File: src/rtl/extbus_master_6502_if.sv
// Host command/response and 65C02-style external bus signals of extbus_master_6502.
interface extbus_master_6502_if;
    logic       cmd_valid;
    logic       cmd_ready;
    logic       cmd_write;
    logic [2:0] cmd_addr;
    logic [7:0] cmd_wrdata;
    logic       rsp_valid;
    logic [7:0] rsp_rddata;
    logic       extbus_phi2;
    logic       extbus_cs_n;
    logic       extbus_rw_n;
    logic [2:0] extbus_a;
    logic [7:0] extbus_d_out;
    logic       extbus_d_oe;
    logic [7:0] extbus_d_in;
    logic       extbus_rdy;
    logic       extbus_irq_n;
    logic       irq;

    modport master (
        input  cmd_valid, cmd_write, cmd_addr, cmd_wrdata,
        input  extbus_d_in, extbus_rdy, extbus_irq_n,
        output cmd_ready, rsp_valid, rsp_rddata,
        output extbus_phi2, extbus_cs_n, extbus_rw_n, extbus_a,
        output extbus_d_out, extbus_d_oe, irq
    );

    modport slave (
        output cmd_valid, cmd_write, cmd_addr, cmd_wrdata,
        output extbus_d_in, extbus_rdy, extbus_irq_n,
        input  cmd_ready, rsp_valid, rsp_rddata,
        input  extbus_phi2, extbus_cs_n, extbus_rw_n, extbus_a,
        input  extbus_d_out, extbus_d_oe, irq
    );
endinterface

File: src/rtl/extbus_master_6502.sv
// 65C02-style bus initiator: free-running phi2, one bus cycle per host command,
// RDY stall repeats the cycle, synchronized IRQ.
module extbus_master_6502 #(
    parameter int unsigned PHI2_LOW_CLKS  = 4,
    parameter int unsigned PHI2_HIGH_CLKS = 4
) (
    input  logic                     bm_clk,
    input  logic                     bm_reset,
    extbus_master_6502_if.master     bus
);
    localparam int unsigned PERIOD = PHI2_LOW_CLKS + PHI2_HIGH_CLKS;
    localparam int unsigned CW     = $clog2(PERIOD);

    localparam logic [0:0] ST_IDLE   = 1'b0;
    localparam logic [0:0] ST_ACTIVE = 1'b1;

    logic [0:0]    state;
    logic [CW-1:0] cnt;
    logic [CW-1:0] cnt_next;
    logic          last;

    logic          pend_valid;
    logic          pend_write;
    logic [2:0]    pend_addr;
    logic [7:0]    pend_data;

    logic          rdy_meta;
    logic          rdy_sync;
    logic          irq_meta;

    always_comb begin
        last     = (cnt == CW'(PERIOD - 1));
        cnt_next = last ? '0 : cnt + CW'(1);
    end

    assign bus.cmd_ready = !pend_valid;

    // Synchronizers; rdy resets high to match its external pull-up.
    always_ff @(posedge bm_clk or posedge bm_reset) begin
        if (bm_reset) begin
            rdy_meta <= 1'b1;
            rdy_sync <= 1'b1;
            irq_meta <= 1'b0;
            bus.irq  <= 1'b0;
        end else begin
            rdy_meta <= bus.extbus_rdy;
            rdy_sync <= rdy_meta;
            irq_meta <= !bus.extbus_irq_n;
            bus.irq  <= irq_meta;
        end
    end

    always_ff @(posedge bm_clk or posedge bm_reset) begin
        if (bm_reset) begin
            state            <= ST_IDLE;
            cnt              <= '0;
            pend_valid       <= 1'b0;
            pend_write       <= 1'b0;
            pend_addr        <= '0;
            pend_data        <= '0;
            bus.extbus_phi2  <= 1'b0;
            bus.extbus_cs_n  <= 1'b1;
            bus.extbus_rw_n  <= 1'b1;
            bus.extbus_a     <= '0;
            bus.extbus_d_out <= '0;
            bus.extbus_d_oe  <= 1'b0;
            bus.rsp_valid    <= 1'b0;
            bus.rsp_rddata   <= '0;
        end else begin
            cnt             <= cnt_next;
            bus.extbus_phi2 <= (cnt_next >= CW'(PHI2_LOW_CLKS));
            bus.rsp_valid   <= 1'b0;

            if (bus.cmd_valid && !pend_valid) begin
                pend_valid <= 1'b1;
                pend_write <= bus.cmd_write;
                pend_addr  <= bus.cmd_addr;
                pend_data  <= bus.cmd_wrdata;
            end

            // A stalled cycle (rdy low on its last clock) leaves every bus output untouched.
            if (last && !(state == ST_ACTIVE && !rdy_sync)) begin
                if (state == ST_ACTIVE) begin
                    bus.rsp_valid <= 1'b1;
                    if (bus.extbus_rw_n)
                        bus.rsp_rddata <= bus.extbus_d_in;
                end
                if (pend_valid) begin
                    state           <= ST_ACTIVE;
                    pend_valid      <= 1'b0;
                    bus.extbus_cs_n <= 1'b0;
                    bus.extbus_rw_n <= !pend_write;
                    bus.extbus_a    <= pend_addr;
                    if (pend_write)
                        bus.extbus_d_out <= pend_data;
                end else begin
                    state           <= ST_IDLE;
                    bus.extbus_cs_n <= 1'b1;
                    bus.extbus_rw_n <= 1'b1;
                end
            end

            // cs_n/rw_n cannot change on a clock entering the high phase, so current values apply.
            bus.extbus_d_oe <= (cnt_next >= CW'(PHI2_LOW_CLKS)) &&
                               !bus.extbus_cs_n && !bus.extbus_rw_n;
        end
    end
endmodule
File: src/flat_wrapper.sv
// flat-port wrapper written by rule: the top's interface ports become plain ports
module extbus_master_6502_flat 
#(
    parameter int unsigned PHI2_LOW_CLKS  = 4,
    parameter int unsigned PHI2_HIGH_CLKS = 4
)
  (bm_clk, bm_reset, bus_cmd_valid, bus_cmd_write, bus_cmd_addr, bus_cmd_wrdata, bus_extbus_d_in, bus_extbus_rdy, bus_extbus_irq_n, bus_cmd_ready, bus_rsp_valid, bus_rsp_rddata, bus_extbus_phi2, bus_extbus_cs_n, bus_extbus_rw_n, bus_extbus_a, bus_extbus_d_out, bus_extbus_d_oe, bus_irq);
  extbus_master_6502_if bus_i ();
  input  logic bm_clk;
  input  logic bm_reset;
  input wire logic [$bits(bus_i.cmd_valid)-1:0] bus_cmd_valid;
  input wire logic [$bits(bus_i.cmd_write)-1:0] bus_cmd_write;
  input wire logic [$bits(bus_i.cmd_addr)-1:0] bus_cmd_addr;
  input wire logic [$bits(bus_i.cmd_wrdata)-1:0] bus_cmd_wrdata;
  input wire logic [$bits(bus_i.extbus_d_in)-1:0] bus_extbus_d_in;
  input wire logic [$bits(bus_i.extbus_rdy)-1:0] bus_extbus_rdy;
  input wire logic [$bits(bus_i.extbus_irq_n)-1:0] bus_extbus_irq_n;
  output wire logic [$bits(bus_i.cmd_ready)-1:0] bus_cmd_ready;
  output wire logic [$bits(bus_i.rsp_valid)-1:0] bus_rsp_valid;
  output wire logic [$bits(bus_i.rsp_rddata)-1:0] bus_rsp_rddata;
  output wire logic [$bits(bus_i.extbus_phi2)-1:0] bus_extbus_phi2;
  output wire logic [$bits(bus_i.extbus_cs_n)-1:0] bus_extbus_cs_n;
  output wire logic [$bits(bus_i.extbus_rw_n)-1:0] bus_extbus_rw_n;
  output wire logic [$bits(bus_i.extbus_a)-1:0] bus_extbus_a;
  output wire logic [$bits(bus_i.extbus_d_out)-1:0] bus_extbus_d_out;
  output wire logic [$bits(bus_i.extbus_d_oe)-1:0] bus_extbus_d_oe;
  output wire logic [$bits(bus_i.irq)-1:0] bus_irq;
  assign bus_i.cmd_valid = bus_cmd_valid;
  assign bus_i.cmd_write = bus_cmd_write;
  assign bus_i.cmd_addr = bus_cmd_addr;
  assign bus_i.cmd_wrdata = bus_cmd_wrdata;
  assign bus_i.extbus_d_in = bus_extbus_d_in;
  assign bus_i.extbus_rdy = bus_extbus_rdy;
  assign bus_i.extbus_irq_n = bus_extbus_irq_n;
  assign bus_cmd_ready = bus_i.cmd_ready;
  assign bus_rsp_valid = bus_i.rsp_valid;
  assign bus_rsp_rddata = bus_i.rsp_rddata;
  assign bus_extbus_phi2 = bus_i.extbus_phi2;
  assign bus_extbus_cs_n = bus_i.extbus_cs_n;
  assign bus_extbus_rw_n = bus_i.extbus_rw_n;
  assign bus_extbus_a = bus_i.extbus_a;
  assign bus_extbus_d_out = bus_i.extbus_d_out;
  assign bus_extbus_d_oe = bus_i.extbus_d_oe;
  assign bus_irq = bus_i.irq;
  extbus_master_6502 #(.PHI2_LOW_CLKS(PHI2_LOW_CLKS), .PHI2_HIGH_CLKS(PHI2_HIGH_CLKS)) u_core (.bm_clk(bm_clk), .bm_reset(bm_reset), .bus(bus_i));
endmodule
File: config.mk
export PLATFORM = sky130hd
export DESIGN_NAME = extbus_master_6502_flat
export DESIGN_NICKNAME = d
export VERILOG_FILES = /design/src/rtl/extbus_master_6502_if.sv /design/src/rtl/extbus_master_6502.sv /design/src/flat_wrapper.sv
export SDC_FILE = /design/constraint.sdc
export NUM_CORES = 1
export LEC_CHECK = 0
export CORE_UTILIZATION = 45
export DETAILED_ROUTE_END_ITERATION = 16
export PLACE_DENSITY_LB_ADDON = 0.08
export SETUP_SLACK_MARGIN = 0.05
export SKIP_CTS_REPAIR_TIMING = 1
export SLEW_MARGIN = 20
export SYNTH_ARGS = -nofsm -noshare
export SYNTH_HDL_FRONTEND = slang
export SYNTH_SLANG_ARGS = --single-unit
File: constraint.sdc
create_clock -name bm_clk -period 2.3 [get_ports bm_clk]
set_input_delay 0.345 -clock bm_clk [delete_from_list [all_inputs] [get_ports bm_clk]]
set_output_delay 0.345 -clock bm_clk [all_outputs]
set_load 0.05 [all_outputs]
* After elaboration in Yosys (flattened, before gate mapping) *
Index checks and enable logic that the tools add are counted.

word-level totals
  latch bits = 0
  logic and storage cells = 45
  flip-flop bits (word level) = 45
  memory bits (read-only) = 0
  memories kept = 0
  bits in writable memories = 0

cells by class
  $add $sub $neg = 1
  muxes and demuxes = 9
  eq/ne operators = 1
  order comparisons = 1
  div/mod/pow operators = 0
  multipliers = 0
  shift-type cells = 0
  bitwise gates (word level) = 0
  reductions and logical operators = 15

operators with widths
  cell                   count
  $mux W1                8
  $logic_not A1 Y1       7
  $reduce_and A3 Y1      2
  $logic_and A1 B1 Y1    5
  $add A3 B1 Y3 const B  1
  $eq A3 B3 Y1 const B   1
  $ge A3 B3 Y1 const B   1
  $mux W3                1
  $reduce_and A2 Y1      1

* Longest topological paths before layout *
Gate-level depths: netlist of run 1.

  depth after elaboration = 5
  depth in mapped cells = 6

* Worst setup path after synthesis of run 1 *
Ideal clock, no wire load.

  path type = flip-flop to flip-flop
  start = register u_core.bus.extbus_phi2 (netlist name)
  end = register u_core.bus.extbus_a[0]
  required time = 2.175 ns
  cell stages (with the launch flop) = 6
  path slack = 0.537 ns
  arrival = 1.638 ns
  path buffers = 1
  library setup time = 0.125 ns
  cells stage by stage = dfrtp_1 ha_1 and2_4 and2_4 buf_6 mux2_4

RTL lines
  element               RTL line                     text
  to (signal assigned)  extbus_master_6502.sv:93     bus.extbus_a <= pend_addr;
  to (decl)             extbus_master_6502_if.sv:25  output extbus_phi2, extbus_cs_n, extbus_rw_n, extbus_a,

* Worst setup path in the final report of run 1 *
  start = register u_core.bus.extbus_rw_n
  end = output port bus_extbus_rw_n

RTL lines
  element                 RTL line                     text
  from (decl)             extbus_master_6502_if.sv:25
  from (signal assigned)  extbus_master_6502.sv:92     bus.extbus_rw_n <= !pend_write;
  to (decl)               flat_wrapper.sv:23           output wire logic [$bits(bus_i.extbus_rw_n)-1:0] bus_extbus_rw_n;

No word-level cell between the ends.

==> run_results.csv, run 1 <==
group,metric,value,unit
grt,grt.overflow.total,0,
setup_path,r2r_slack,0.58,ns
floorplanning,die_area,0.003905,mm^2
setup_path,crit_path_end_kind,"output pin",
detailed_routing,first_iter_violations,30,
sta,setup_viol,0,
logic_synthesis,synthTopCellsByArea,"dfrtp_1, mux2_2, dfstp_2",
setup_path,critPathArrivalTime,1.75,ns
power,powerDensity,935.0,mW/mm^2
floorplanning,die_h,62.49,um
logic_synthesis,ys_warn_count,0,
finish,num_antenna_cells,0,
sta,relSlewSlack,63.15,%
finish,fin_cells,204,
clock_network,clk_latency,0.34,ns
floorplanning,start_util,48.21,%
logic_synthesis,synth_top_cell_by_area,"dfrtp_1",
clock_network,tritoncts,"done",
detailed_routing,drc_errors,0,
floorplanning,coreArea,0.003416,mm^2
grt,grt_max_degree,29,
finish,multiInputGateArea,510.5,um^2
detailed_routing,via_count,991,
power,p_sw,0.7358,mW
finish,synthToLayoutAreaGrowth,38.07,%
setup_path,startpoint_type,"flip-flop",
clock_network,htreeDepth,2,
grt,grt_pass1_vias,1120,
finish,ff_latch_area,0.001106,mm^2
power,power_frac_clock,18.5,%
logic_synthesis,synth_area_per_cell,16.47,um^2
setup_path,path_cells,"clkdlybuf4s50_1",
detailed_routing,vias_per_cell,4.858,
logic_synthesis,ys_types,20,
floorplanning,rows,21,
power,leakage,0.9808,nW
sta,hold_viol,0,
power,power.share.sequential,46.5,%
floorplanning,num_io_pins,51,
placed_design,numPortBuffers,50,
power,internal_power,1.390,mW
sta,fin_ws,0.2069,ns
sta,rsz0062_at_grt,"no",
placed_design,placed_area,0.002208,mm^2
floorplanning,die_x,62.49,um
power,ir_drop,0.0006197,V
placed_design,place_inst,197,
finish,fillers,271,
sta,hold_ws,0.3605,ns
logic_synthesis,yosys_register_bits,44,
finish,final_nets,185,
power,p_comb_share,35.0,%
sta,finalCriticalPeriod,2.093,ns
placed_design,gp_congestion,0.7155,
clock_network,numCtsBuffers,5,
grt,grt_util_all_layers,16.92,%
grt,antenna_found_initial,0,
placed_design,place_ws,0.5857,ns
detailed_routing,drtPass1Iterations,4,
sta,max_freq,0.4778,GHz
run,cap_violations,0,
finish,final_core_util,66.56,%
clock_network,ctsLongestPathBuffers,2,
power,total_power,2.126,mW
detailed_routing,wl_per_cell,13.47,um
setup_path,slowest_delay,0.81,ns
detailed_routing,postRouteAntennaNets,0,
setup_path,worst-path-buf-inv,1,
setup_path,path_class,"reg -> out",
grt,grt_first_pass_wirelength,5043,um
sta,worst_pin_slew,0.5519,ns
clock_network,cts_sinks,44,
sta,final_max_slew_viol_count,0,
logic_synthesis,syn_inst,100,
setup_path,slowest_stage,"clkdlybuf4s50_1",
logic_synthesis,synth.net_count,127,
clock_network,path_clk_slew,0.11,ns
status,status,"finished clean",
power,swShare,34.61,%
setup_path,path_max_fanout,4,
sta,timing.setup.tns,0,ns
logic_synthesis,seq_area_frac_synth,67.17,%
finish,design_area,0.002273,mm^2
worst_hold_path,hp-class,"in -> async",
sta,fin_crit_sh,91.00,%
placed_design,hpwl,1999,um
setup_path,required,1.96,ns
finish,layout-drive-gt1-share,33.54,%
detailed_routing,routed_wl,2747,um
sta,fin_skew,0.001767,ns
logic_synthesis,synthDominantCellAreaShare,60.79,%
clock_network,root_buffer,"clkbuf_4",
setup_path,cpLargestDelayFamily,"buffers and inverters",
logic_synthesis,syn_area,0.001647,mm^2
[power groups by stage]
stage	logic [mW]	registers (mW)	clock network, mW
2_1_floorplan	0.146	1.34	0
3_3_place_gp	0.743	0.996	0
3_5_place_dp	0.751	1.01	0
4_1_cts	0.752	0.992	0.417
5_1_grt	0.778	1.01	0.447
6_report	0.744	0.989	0.393
[logic make-up (layout without fill, tap and decap cells)]
kind of cell / Yosys count / count (layout) / synth area share, %
flip-flops: 44 / 44 / 67.17
multiplexers: 31 / 31 / 21.88
AND/OR/NAND/NOR: 14 / 14 / 6.156
buffers and inverters: 5 / 63 / 1.824
AO/OA/AOI/OAI: 4 / 4 / 1.444
adder cells (fa/ha/maj): 2 / 2 / 1.520
[cells in the final DEF (no fill, tap or decap), drive strengths merged]
cell type,instances
a21o,1
mux2,31
inv,3
buf,3
nor3b,1
nand2,2
nand3,1
and3,1
dfrtp,40
dfstp,4
ha,2
and2,2
nor2,4
and2b,1
clkdlybuf4s50,50
nor2b,1
clkbuf,7
nand2b,1
a21oi,3
[routing by layer]
metal	vias up	GRT usage [%]	wire, um
met5	-	0	0
met4	0	9.593	61
met3	7	5.839	198
met2	38	28.26	1389
met1	495	18.73	1098
li1	451	-	-
[path summary, 6_finish.rpt]
path / cells past startpoint / start / to
hold / removal: 2 / bm_reset / u_core.bus.extbus_d_out[7]$_DFFE_PP0P_
setup / recovery: 1 / u_core.bus.extbus_rw_n$_DFFE_PP1P_ / bus_extbus_rw_n
setup reg to reg: 5 / u_core.cnt[0]$_DFF_PP0_ / u_core.bus.rsp_rddata[3]$_DFFE_PP0P_
max in group asynchronous: 3 / bm_reset / u_core.bus.irq$_DFF_PP0_
hold reg to reg: 0 / u_core.rdy_meta$_DFF_PP1_ / u_core.rdy_sync$_DFF_PP1_
min in group bm_clk: 0 / u_core.rdy_meta$_DFF_PP1_ / u_core.rdy_sync$_DFF_PP1_
[flip-flops by register name, summed over array words and instances, names as in the netlist, 2 cells and up]
signal / cells
u_core.bus.extbus_a: 3
u_core.cnt: 2
u_core.pend_data: 8
u_core.bus.extbus_d_out: 8
u_core.pend_addr: 3
u_core.bus.rsp_rddata: 8
[layout make-up]
cell class,count,area share (%)
clock buffers,7,2.862
inverters,3,0.4953
multi-input cells,51,22.45
flip-flops and latches,44,48.65
well taps,46,2.532
repair buffers,53,23.00
[synthesized netlist by cell type]
cell type,number
and3_2,1
nand2_4,1
nand2b_1,1
and2b_2,1
nand2_1,1
dfrtp_1,40
inv_1,3
buf_4,1
nand3_4,1
a21oi_1,3
dfstp_2,4
nor2_1,4
mux2_2,28
ha_1,2
nor3b_1,1
a21o_2,1
and2_4,2
mux2_4,3
nor2b_1,1
buf_6,1
Note: power is estimated with default switching activity, not from simulation.
==> run 2, diff against run 1 <==
--- a/config.mk
+++ b/config.mk
@@ -7,7 +7,7 @@
 export LEC_CHECK = 0
 export CORE_UTILIZATION = 45
 export DETAILED_ROUTE_END_ITERATION = 16
-export PLACE_DENSITY_LB_ADDON = 0.08
+export PLACE_DENSITY = 0.75
 export SETUP_SLACK_MARGIN = 0.05
 export SKIP_CTS_REPAIR_TIMING = 1
 export SLEW_MARGIN = 20
==> run 2 against run 1 <==
  * Wire length increased by 9.5%
  * Design area shrank 0.66%
  * Largest cell class unchanged
  * Largest power group unchanged
  * Clock skew rose by 0.016 ns
  * Critical endpoint unchanged
  * Highest routed layer unchanged
  * Final cell count up 0.49%
==> run_results.csv, run 2 (synthesis results as in run 1) <==
group,metric,value,unit
setup_path,slowest_delay,0.81,ns
detailed_routing,route.met2.wl,1657,um
clock_network,path_clk_slew,0.11,ns
setup_path,critPathArrivalTime,1.73,ns
grt,grt_util_all_layers,17.50,%
finish,multiInputGateArea,510.5,um^2
detailed_routing,wl_met1,1177,um
grt,grt_pass1_vias,1034,
clock_network,tritoncts,"done",
detailed_routing,wl_per_cell,14.68,um
clock_network,cts_sinks,44,
detailed_routing,top_layer_used,"met4",
sta,timing.setup.tns,0,ns
finish,layout-drive-gt1-share,32.08,%
finish,num_antenna_cells,0,
power,ir_drop,0.0005370,V
sta,worst_pin_slew,0.5123,ns
detailed_routing,vias_per_cell,4.898,
floorplanning,start_util,48.21,%
setup_path,crit_path_end_kind,"output pin",
clock_network,root_buffer,"clkbuf_4",
setup_path,slowest_stage,"clkdlybuf4s50_1",
status,status,"finished clean",
floorplanning,num_io_pins,51,
clock_network,htreeDepth,2,
setup_path,path_max_fanout,4,
setup_path,path_cells,"clkdlybuf4s50_1",
setup_path,reg2reg_to,"u_core.bus.rsp_rddata[5]$_DFFE_PP0P_",
detailed_routing,via_count,1004,
clock_network,ctsLongestPathBuffers,2,
finish,top_regs,"u_core.bus.extbus_d_out: 8 flops, u_core.bus.rsp_rddata: 8 flops, u_core.pend_data: 8 flops",
detailed_routing,drc_errors,0,
grt,grt_first_pass_wirelength,5009,um
floorplanning,rows,21,
detailed_routing,first_iter_violations,36,
sta,finalCriticalPeriod,2.080,ns
finish,final_nets,185,
floorplanning,die_area,0.003905,mm^2
floorplanning,die_h,62.49,um
run,cap_violations,0,
floorplanning,coreArea,0.003416,mm^2
placed_design,hpwl,2335,um
grt,antenna_found_initial,0,
detailed_routing,routed_wl,3009,um
finish,final_core_util,66.12,%
setup_path,cpLargestDelayFamily,"buffers and inverters",
detailed_routing,postRouteAntennaNets,0,
placed_design,gp_congestion,0.6980,
finish,fin_cells,205,
sta,fin_crit_sh,90.41,%
setup_path,r2r-start,"u_core.cnt[0]$_DFF_PP0_",
setup_path,required,1.96,ns
power,leakage,0.9700,nW
setup_path,r2r_slack,0.56,ns
sta,max_freq,0.4809,GHz
sta,relSlewSlack,65.74,%
finish,final_common_cell,"clkdlybuf4s50_1",
placed_design,place_inst,197,
worst_hold_path,hp-class,"in -> async",
detailed_routing,drtPass1Iterations,2,
setup_path,startpoint_type,"flip-flop",
finish,synthToLayoutAreaGrowth,37.16,%
grt,grt_max_degree,17,
finish,layout_common_cells,"clkdlybuf4s50_1, dfrtp_1, mux2_2, clkbuf_4",
setup_path,ff2ff_path_depth,5,
detailed_routing,met3_length,139,um
power,powerDensity,921.1,mW/mm^2
finish,ff_latch_area,0.001106,mm^2
sta,hold_viol,0,
floorplanning,die_x,62.49,um
sta,fin_skew,0.01783,ns
clock_network,clk_latency,0.35,ns
sta,final_max_slew_viol_count,0,
sta,rsz0062_at_grt,"no",
placed_design,numPortBuffers,50,
setup_path,worst-path-buf-inv,1,
sta,setup_viol,0,
clock_network,numCtsBuffers,5,
finish,fillers,279,
setup_path,path_class,"reg -> out",
grt,grt.overflow.total,0,
-- run 2: layout make-up --
class / instances / area share (%)
clock inverter: 1 / 0.2216
tap: 46 / 2.548
timing repair buffer: 53 / 23.16
clock buffer: 7 / 1.994
sequential: 44 / 48.97
inverter: 3 / 0.4986
multi-input combinational: 51 / 22.60
-- run 2: per-layer routing --
| layer | vias up | global-route usage [%] |
|---|---|---|
| li1 | 459 | - |
| met3 | 4 | 6.387 |
| met5 | - | 0 |
| met1 | 514 | 19.28 |
| met2 | 27 | 31.25 |
| met4 | 0 | 5.233 |
-- run 2: worst max path at each step --
stage	start	end	slack (ns)	depth (start not counted)
after floorplan	u_core.bus.extbus_phi2$_DFF_PP0_	u_core.bus.extbus_a[0]$_DFFE_PP0P_	0.54	5
after global placement	u_core.bus.extbus_rw_n$_DFFE_PP1P_	bus_extbus_rw_n	0.60	1
after detailed placement	u_core.bus.extbus_rw_n$_DFFE_PP1P_	bus_extbus_rw_n	0.58	1
after CTS	u_core.bus.extbus_rw_n$_DFFE_PP1P_	bus_extbus_rw_n	0.20	1
after global routing	u_core.bus.extbus_rw_n$_DFFE_PP1P_	bus_extbus_rw_n	0.16	1
final	u_core.bus.extbus_rw_n$_DFFE_PP1P_	bus_extbus_rw_n	0.22	1
-- run 2: through the flow --
stage / hold WS [ns] / instance area (um^2) / setup WS [ns] / power (mW)
4_1_cts: 0.2646 / 2258 / 0.1967 / 2.105
2_1_floorplan: 0.3312 / 1647 / 0.5365 / 1.482
3_3_place_gp: 0.3402 / 2208 / 0.5968 / 1.742
3_5_place_dp: 0.3413 / 2208 / 0.5778 / 1.765
5_1_grt: 0.2709 / 2258 / 0.1558 / 2.168
6_report: 0.2608 / 2258 / 0.2205 / 2.080
-- run 2: report_power, final --
part	internal, mW	switching, mW
Clock	0.119	0.217
Combinational	0.301	0.447
Sequential	0.916	0.0805
==> run 3, diff against run 2 <==
--- a/config.mk
+++ b/config.mk
@@ -5,6 +5,7 @@
 export SDC_FILE = /design/constraint.sdc
 export NUM_CORES = 1
 export LEC_CHECK = 0
+export CORE_MARGIN = 3
 export CORE_UTILIZATION = 45
 export DETAILED_ROUTE_END_ITERATION = 16
 export PLACE_DENSITY = 0.75
@@ -14,3 +15,4 @@
 export SYNTH_ARGS = -nofsm -noshare
 export SYNTH_HDL_FRONTEND = slang
 export SYNTH_SLANG_ARGS = --single-unit
+export TNS_END_PERCENT = 10
==> constraint.sdc (replaced) <==
create_clock -name bm_clk -period 2.2 [get_ports bm_clk]
set_input_delay 0.33 -clock bm_clk [delete_from_list [all_inputs] [get_ports bm_clk]]
set_output_delay 0.33 -clock bm_clk [all_outputs]
set_load 0.05 [all_outputs]
==> run 3 against run 2 <==
  * Register-to-register slack lost 0.07 ns
  * Critical endpoint unchanged
  * Sequential power increased by 4%
  * Power rose by 12%
  * Design area up 1.9%
  * Combinational power is 4.4% higher
  * Critical path type unchanged
  * Sequential share of layout area fell by 0.91 points
  * Global-route usage is 2.5 points lower
  * Wire length fell by 3.2%
  * Die area rose by 13%
  * Count of clock-buffer cells in the layout shrank 1
==> run_results.csv, run 3 (synthesis results as in run 1) <==
group,metric,value,unit
floorplanning,die_h,66.49,um
setup_path,startpoint_type,"flip-flop",
finish,synthToLayoutAreaGrowth,39.74,%
grt,antenna_found_initial,0,
finish,fin_cells,205,
power,ir_drop,0.0007655,V
clock_network,clk_latency,0.29,ns
floorplanning,num_io_pins,51,
detailed_routing,vias_per_cell,4.722,
sta,max_freq,0.4950,GHz
setup_path,slowest_delay,0.81,ns
sta,fin_crit_sh,91.82,%
sta,relSlewSlack,64.97,%
detailed_routing,via_count,968,
setup_path,critPathArrivalTime,1.69,ns
grt,grt.overflow.total,0,
worst_hold_path,holdPathStages,0,
placed_design,place_ws,0.4955,ns
grt,grt_max_degree,45,
finish,final_nets,185,
status,status,"finished clean",
setup_path,slowest_stage,"clkdlybuf4s50_1",
grt,grt_first_pass_wirelength,4816,um
floorplanning,die_area,0.004421,mm^2
floorplanning,coreArea,0.003442,mm^2
sta,final_max_slew_viol_count,0,
finish,top_regs,"u_core.bus.extbus_d_out: 8 flops, u_core.bus.rsp_rddata: 8 flops, u_core.pend_data: 8 flops",
sta,timing.setup.tns,0,ns
finish,layout_common_cells,"clkdlybuf4s50_1, dfrtp_1, mux2_2, clkbuf_8",
sta,fin_ws,0.1800,ns
setup_path,path_cells,"clkdlybuf4s50_1",
finish,design_area,0.002301,mm^2
worst_hold_path,hp-class,"reg -> reg",
placed_design,numPortBuffers,50,
run,cap_violations,0,
setup_path,required,1.87,ns
detailed_routing,drc_errors,0,
clock_network,tritoncts,"done",
detailed_routing,first_iter_violations,34,
clock_network,cts_sinks,44,
setup_path,endpoint,"bus_extbus_rw_n",
placed_design,place_inst,197,
grt,grt_pass1_vias,1038,
placed_design,hpwl,2115,um
setup_path,ff2ff_path_depth,5,
detailed_routing,wl_per_cell,14.20,um
setup_path,reg2reg_to,"u_core.bus.rsp_rddata[4]$_DFFE_PP0P_",
sta,fin_skew,0.006908,ns
sta,rsz0062_at_grt,"no",
detailed_routing,routed_wl,2912,um
setup_path,cpLargestDelayFamily,"buffers and inverters",
finish,num_antenna_cells,0,
sta,hold_ws,0.3568,ns
setup_path,path_max_fanout,4,
grt,grt_util_all_layers,14.98,%
setup_path,r2r_slack,0.49,ns
power,powerDensity,1013,mW/mm^2
setup_path,worst-path-buf-inv,1,
detailed_routing,drtPass1Iterations,2,
clock_network,numCtsBuffers,5,
sta,worst_pin_slew,0.5254,ns
clock_network,path_clk_slew,0.08,ns
setup_path,r2r-start,"u_core.cnt[0]$_DFF_PP0_",
setup_path,path_class,"reg -> out",
finish,layout-drive-gt1-share,33.33,%
placed_design,gp_congestion,0.7479,
clock_network,htreeDepth,2,
setup_path,startpoint,"u_core.bus.extbus_rw_n$_DFFE_PP1P_",
setup_path,crit_path_end_kind,"output pin",
clock_network,root_buffer,"clkbuf_8",
floorplanning,rows,21,
placed_design,placed_area,0.002208,mm^2
sta,finalCriticalPeriod,2.020,ns
finish,final_common_cell,"clkdlybuf4s50_1",
detailed_routing,postRouteAntennaNets,0,
sta,hold_viol,0,
sta,setup_viol,0,
floorplanning,die_x,66.49,um
power,leakage,0.9922,nW
clock_network,ctsLongestPathBuffers,2,
setup_path,cp.depth,1,
floorplanning,start_util,47.84,%
==> run 3: metal layers <==
layer  track usage [%]  share of wire (%)
met2             22.80                 48
met1             19.04                 45
met4             6.091                1.8
met5                 0                  0
met3             5.902                5.4
==> run 3: where the power goes <==
group | leakage, nW | switching (mW) | total (mW) | internal [mW]
Combinational | 0.425 | 0.467 | 0.781 | 0.314
Clock | 0.0510 | 0.257 | 0.507 | 0.250
Sequential | 0.516 | 0.0832 | 1.04 | 0.958
==> run 3: worst min path at each step <==
stage                                    from                        end  slack, ns
finish              u_core.irq_meta$_DFF_PP0_   u_core.bus.irq$_DFF_PP0_       0.36
global route        u_core.rdy_meta$_DFF_PP1_  u_core.rdy_sync$_DFF_PP1_       0.37
CTS                 u_core.irq_meta$_DFF_PP0_   u_core.bus.irq$_DFF_PP0_       0.36
detailed placement  u_core.irq_meta$_DFF_PP0_   u_core.bus.irq$_DFF_PP0_       0.34
global placement    u_core.irq_meta$_DFF_PP0_   u_core.bus.irq$_DFF_PP0_       0.34
floorplan           u_core.irq_meta$_DFF_PP0_   u_core.bus.irq$_DFF_PP0_       0.33
==> run 3: final cells by class <==
class | count | area [um^2]
Sequential cell | 44 | 1106
Clock buffer | 6 | 82.58
Clock inverter | 2 | 10.01
Multi-Input combinational cell | 51 | 510.5
Inverter | 3 | 11.26
Fill cell | 265 | 1141
Tap cell | 46 | 57.56
Timing Repair Buffer | 53 | 523.0
==> run 3: stage by stage <==
step	power, mW	utilization, %
after global placement	1.825	64.16
after global routing	2.436	66.85
final	2.330	66.85
after detailed placement	1.843	64.16
after CTS	2.355	66.85
after floorplan	1.549	-
